[src/rtl/proc_mngr_port.sv]
// Processor-side manager test-channel endpoint: CSR reads pop mngr2proc, CSR writes push proc2mngr.
// Both directions are buffered in small FIFOs; the pipeline stalls on empty (read) or full (write).
module proc_mngr_port #(
    parameter int W         = 32,
    parameter int IN_DEPTH  = 2,
    parameter int OUT_DEPTH = 2
) (
    input  logic         clk,
    input  logic         rst,

    input  logic         csr_val,
    input  logic         csr_wr,
    input  logic [W-1:0] csr_wdata,
    output logic         csr_stall,
    output logic [W-1:0] csr_rdata,

    input  logic         mngr2proc_val,
    output logic         mngr2proc_rdy,
    input  logic [W-1:0] mngr2proc_msg,

    output logic         proc2mngr_val,
    input  logic         proc2mngr_rdy,
    output logic [W-1:0] proc2mngr_msg,

    output logic [15:0]  recv_cnt,
    output logic [15:0]  sent_cnt
);

    localparam int IN_AW  = $clog2(IN_DEPTH);
    localparam int OUT_AW = $clog2(OUT_DEPTH);
    localparam int IN_CW  = IN_AW + 1;
    localparam int OUT_CW = OUT_AW + 1;

    logic [W-1:0]      in_mem_q  [IN_DEPTH];
    logic [W-1:0]      in_mem_d  [IN_DEPTH];
    logic [IN_AW-1:0]  in_wptr_q, in_wptr_d;
    logic [IN_AW-1:0]  in_rptr_q, in_rptr_d;
    logic [IN_AW:0]    in_cnt_q,  in_cnt_d;

    logic [W-1:0]      out_mem_q [OUT_DEPTH];
    logic [W-1:0]      out_mem_d [OUT_DEPTH];
    logic [OUT_AW-1:0] out_wptr_q, out_wptr_d;
    logic [OUT_AW-1:0] out_rptr_q, out_rptr_d;
    logic [OUT_AW:0]   out_cnt_q,  out_cnt_d;

    logic [15:0]       recv_cnt_q, recv_cnt_d;
    logic [15:0]       sent_cnt_q, sent_cnt_d;

    logic in_empty, in_full, out_empty, out_full;
    logic in_push, in_pop, out_push, out_pop;

    // Depth is a power of two, so the count MSB alone marks full.
    always_comb begin
        in_empty  = (in_cnt_q == '0);
        in_full   = in_cnt_q[IN_AW];
        out_empty = (out_cnt_q == '0);
        out_full  = out_cnt_q[OUT_AW];
    end

    always_comb begin
        mngr2proc_rdy = !rst && !in_full;
        csr_stall     = !rst && csr_val && (csr_wr ? out_full : in_empty);
        csr_rdata     = in_empty ? '0 : in_mem_q[in_rptr_q];
        proc2mngr_val = !out_empty;
        proc2mngr_msg = out_empty ? '0 : out_mem_q[out_rptr_q];
        recv_cnt      = recv_cnt_q;
        sent_cnt      = sent_cnt_q;
    end

    // A full outbound FIFO stalls writes even when the manager pops this cycle.
    always_comb begin
        in_push  = mngr2proc_val && mngr2proc_rdy;
        in_pop   = csr_val && !csr_wr && !in_empty;
        out_push = csr_val && csr_wr && !out_full;
        out_pop  = proc2mngr_val && proc2mngr_rdy;
    end

    always_comb begin
        in_mem_d  = in_mem_q;
        in_wptr_d = in_wptr_q;
        in_rptr_d = in_rptr_q;
        in_cnt_d  = in_cnt_q;
        if (in_push) begin
            in_mem_d[in_wptr_q] = mngr2proc_msg;
            in_wptr_d           = in_wptr_q + IN_AW'(1);
        end
        if (in_pop) begin
            in_rptr_d = in_rptr_q + IN_AW'(1);
        end
        case ({in_push, in_pop})
            2'b10:   in_cnt_d = in_cnt_q + IN_CW'(1);
            2'b01:   in_cnt_d = in_cnt_q - IN_CW'(1);
            default: in_cnt_d = in_cnt_q;
        endcase
    end

    always_comb begin
        out_mem_d  = out_mem_q;
        out_wptr_d = out_wptr_q;
        out_rptr_d = out_rptr_q;
        out_cnt_d  = out_cnt_q;
        if (out_push) begin
            out_mem_d[out_wptr_q] = csr_wdata;
            out_wptr_d            = out_wptr_q + OUT_AW'(1);
        end
        if (out_pop) begin
            out_rptr_d = out_rptr_q + OUT_AW'(1);
        end
        case ({out_push, out_pop})
            2'b10:   out_cnt_d = out_cnt_q + OUT_CW'(1);
            2'b01:   out_cnt_d = out_cnt_q - OUT_CW'(1);
            default: out_cnt_d = out_cnt_q;
        endcase
    end

    always_comb begin
        recv_cnt_d = in_push  ? recv_cnt_q + 16'd1 : recv_cnt_q;
        sent_cnt_d = out_pop  ? sent_cnt_q + 16'd1 : sent_cnt_q;
    end

    always_ff @(posedge clk or posedge rst) begin
        if (rst) begin
            for (int i = 0; i < IN_DEPTH; i++) begin
                in_mem_q[i] <= '0;
            end
            in_wptr_q <= '0;
            in_rptr_q <= '0;
            in_cnt_q  <= '0;
        end else begin
            in_mem_q  <= in_mem_d;
            in_wptr_q <= in_wptr_d;
            in_rptr_q <= in_rptr_d;
            in_cnt_q  <= in_cnt_d;
        end
    end

    always_ff @(posedge clk or posedge rst) begin
        if (rst) begin
            for (int i = 0; i < OUT_DEPTH; i++) begin
                out_mem_q[i] <= '0;
            end
            out_wptr_q <= '0;
            out_rptr_q <= '0;
            out_cnt_q  <= '0;
        end else begin
            out_mem_q  <= out_mem_d;
            out_wptr_q <= out_wptr_d;
            out_rptr_q <= out_rptr_d;
            out_cnt_q  <= out_cnt_d;
        end
    end

    always_ff @(posedge clk or posedge rst) begin
        if (rst) begin
            recv_cnt_q <= '0;
            sent_cnt_q <= '0;
        end else begin
            recv_cnt_q <= recv_cnt_d;
            sent_cnt_q <= sent_cnt_d;
        end
    end

endmodule

[config.mk]
export PLATFORM = sky130hd
export DESIGN_NAME = proc_mngr_port
export DESIGN_NICKNAME = d
export VERILOG_FILES = /design/src/rtl/proc_mngr_port.sv
export SDC_FILE = /design/constraint.sdc
export NUM_CORES = 1
export LEC_CHECK = 0
export ABC_AREA = 1
export ABC_CLOCK_PERIOD_IN_PS = 9900
export BUFFER_PORTS_ARGS = -buffer_cell sky130_fd_sc_hd__buf_4
export CAP_MARGIN = 20
export CORE_MARGIN = 4
export CORE_UTILIZATION = 55
export CTS_CLUSTER_DIAMETER = 60
export DETAILED_ROUTE_END_ITERATION = 6
export PLACE_DENSITY = 0.81
export SYNTH_ARGS = -nofsm -noshare
export SYNTH_HDL_FRONTEND = slang
export SYNTH_SLANG_ARGS = --single-unit
export TNS_END_PERCENT = 50
[constraint.sdc]
create_clock -name clk -period 9.9 [get_ports clk]
set_input_delay 0.495 -clock clk [delete_from_list [all_inputs] [get_ports clk]]
set_output_delay 0.495 -clock clk [all_outputs]
set_load 0.01 [all_outputs]
==> reports/metrics.cfg <==
[critical_path]
cp.depth = 5
end_kind = primary output
reg2reg_from = in_cnt_q[1]$_DFFE_PP0P_
slowest_delay_ns = 0.86
arrival_ns = 2.55
worstSetupPathType = reg2out
r2r_cells = 8
slowest_stage = clkinv_1
cp.required_ns = 9.41
cpLargestDelayFamily = buffers and inverters
reg2reg_to = in_cnt_q[1]$_DFFE_PP0P_
crit_top_cell = buf_4
worstPathMaxFanout = 33
cp-start-kind = flip-flop
crit_chain = buf_4, clkinv_1, nand2_1, a21oi_1, buf_4
reg2reg_slack_ns = 7.67
crit_buf_inv = 3

[global_route]
grt_max_degree = 94
grt_pass1_wl_mm = 29.8
grt-ovfl-total = 0
antenna_found_initial = 0
gr-usage-all-layers_pct = 22.9
grt_pass1_vias = 6188

[power_and_ir_drop]
cellPowerDensity_nw_per_um2 = 310
power_leakage_nw = 5.07
finalPower_mw = 2.99
ir_worst_vdd_v = 0.000173

[finish]
antennaDiodeCount = 0
area_delta_synth_final_pct = 24.9
fin_area_um2 = 9670
drive_above_1_share_pct = 21.8
layout.nets = 1167

[detailed_routing]
detail_route.wl_per_cell_um = 14.1
drt_first_iter_violations = 608
detail-route-antenna-nets = 0
vias_per_cell = 5.09
drc = 0
dr.pass1.iters = 5
wl_mm = 18.1
dr_total_vias = 6539

[synth]
synth.distinct_cells = 27
synth-seq-cells = 168
ys_seq_area_share_pct = 54.3
avgSynthCellArea_um2 = 8.20
yosysMostFrequentCell = nand2_1
syn_inst = 944
synth_fp_nets = 1018
synth_top_area_share_pct = 54.3
synth_area_um2 = 7740
async_flop_share_pct = 100
synth_top_cells_by_count = 337 x nand2_1, 168 x dfrtp_1, 104 x inv_1, 91 x o21ai_0, 66 x a21oi_1
yosysWarnings = 0
synth_top_cell_by_area = dfrtp_1
synth_flop_cell = dfrtp_1
synth.area.top_cells = dfrtp_1 54%, nand2_1 16%, o21ai_0 5.9%, inv_1 5.0%, a21oi_1 4.3%
synth_enable_flop_cells = 0

[clock_tree]
ctsLongestPathBuffers = 2
cts.sinks = 168
htree_levels = 4
clkLatencyLatePin_ns = 0.43
root_buffer = clkbuf_16
clkTransAtPathRegs_ns = 0.06
cts_resized = 0
cts_made_buffers = 17
post_cts_buffers = 0
hold_buffers = 0
cts_tree = yes

[timing]
slew-limit-headroom_pct = 34.1
rsz0062_at_grt = no
hold_viol_final = 0
final.setup.tns_ns = 0
worst_pin_slew_ns = 0.984
period_share_pct = 30.7
fin_ws_ns = 6.86
max_freq_ghz = 0.329
setup_viol = 0
period_needed_ns = 3.04
drv_slew = 0
finalClockSkew_ns = 0.00833

[placement]
dp_worst_setup_slack_ns = 7.33
dp_hpwl_mm = 12.0
gp_congestion = 0.834
portBuffers = 168
postPlaceCellArea_um2 = 9070

[die]
num_rows = 43
die_y_um = 127
dieWidth_um = 127
coreArea_um2 = 13800
start_util_pct = 56.0
boundaryPins = 169
die_area_um2 = 16000

[outcome]
status = finished clean

[worst_hold_path]
hold_path_class = in2async

[run]
max_cap_viol_count = 0

-- sequential cells by signal (all words and copies together) (netlist names) --
register and count:
out_mem_q 64, in_mem_q 64, recv_cnt 16, out_wptr_q 1, in_cnt_q 2, out_rptr_q 1
in_wptr_q 1, in_rptr_q 1, sent_cnt 16, out_cnt_q 2
-- logic make-up (layout without fill, tap and decap cells) --
logic type,count (synthesis),after routing,share of synthesized area (%)
AND/OR/NAND/NOR,397,397,20.4
AO/OA/AOI/OAI,199,199,14.0
flip-flops,168,168,54.3
buffers and inverters,154,314,8.16
XOR/XNOR,22,22,2.49
adder cells (fa/ha/maj),4,4,0.646
-- worst register-to-register path, stage by stage (launching register included) --
cell and delay (ns):
dfrtp_1 0.46, nor2_4 0.65, nor2_1 0.12, nand2_1 0.14, inv_1 0.05, ha_1 0.32
a21oi_1 0.12, o21ai_0 0.11, xnor2_1 0.14
-- where the power goes --
part | switching (mW) | internal, mW | total [mW]
clock | 0.254 | 0.379 | 0.633
combinational | 0.666 | 0.533 | 1.20
sequential | 0.187 | 0.974 | 1.16
total | 1.11 | 1.89 | 2.99
-- final cells by class --
cell class / instances / area (µm²)
Clock inverter: 9 / 101
Multi-Input combinational cell: 622 / 2920
Sequential cell: 168 / 4200
Tap cell: 180 / 225
Inverter: 108 / 410
Clock buffer: 21 / 460
Fill cell: 1092 / 4160
Timing Repair Buffer: 176 / 1350
-- placed cells by master (no fill, tap or decap), types with 5 or more instances in the layout --
cell,n
nand2_1,336
buf_4,174
dfrtp_1,168
inv_1,103
o21ai_0,91
a21oi_1,66
o21ai_2,23
nor2_1,20
o21ai_1,19
nand3_1,18
clkbuf_16,17
xnor2_1,13
xor2_1,9
clkinv_2,5
-- how the worst max path moves through the flow --
| stage | slack [ns] | start | end |
|---|---|---|---|
| 6_report | 6.86 | in_rptr_q$_DFFE_PP0P_ | csr_rdata[9] |
| 5_1_grt | 6.66 | in_rptr_q$_DFFE_PP0P_ | csr_rdata[7] |
| 4_1_cts | 6.86 | in_rptr_q$_DFFE_PP0P_ | csr_rdata[9] |
| 3_5_place_dp | 7.33 | in_rptr_q$_DFFE_PP0P_ | csr_rdata[9] |
| 3_3_place_gp | 7.43 | in_rptr_q$_DFFE_PP0P_ | csr_rdata[16] |
| 2_1_floorplan | 4.86 | rst | in_cnt_q[0]$_DFFE_PP0P_ |
-- routing by layer --
metal / vias to the layer above / track usage (%) / routed length [µm]
met5: - / 0 / 0
met4: 0 / 8.26 / 397
met3: 31 / 5.31 / 1050
met2: 193 / 36.8 / 8810
met1: 3059 / 30.8 / 7830
li1: 3256 / - / -
-- per-stage QoR --
| step | util, % | hold WS [ns] | std cells |
|---|---|---|---|
| global placement | 65.6 | 0.466 | 1252 |
| global route | 69.9 | 0.321 | 1284 |
| floorplan | - | 0.453 | 944 |
| detailed placement | 65.6 | 0.468 | 1252 |
| finish | 69.9 | 0.247 | 1284 |
| CTS | 69.6 | 0.294 | 1282 |
(Power assumes the default switching activity.)
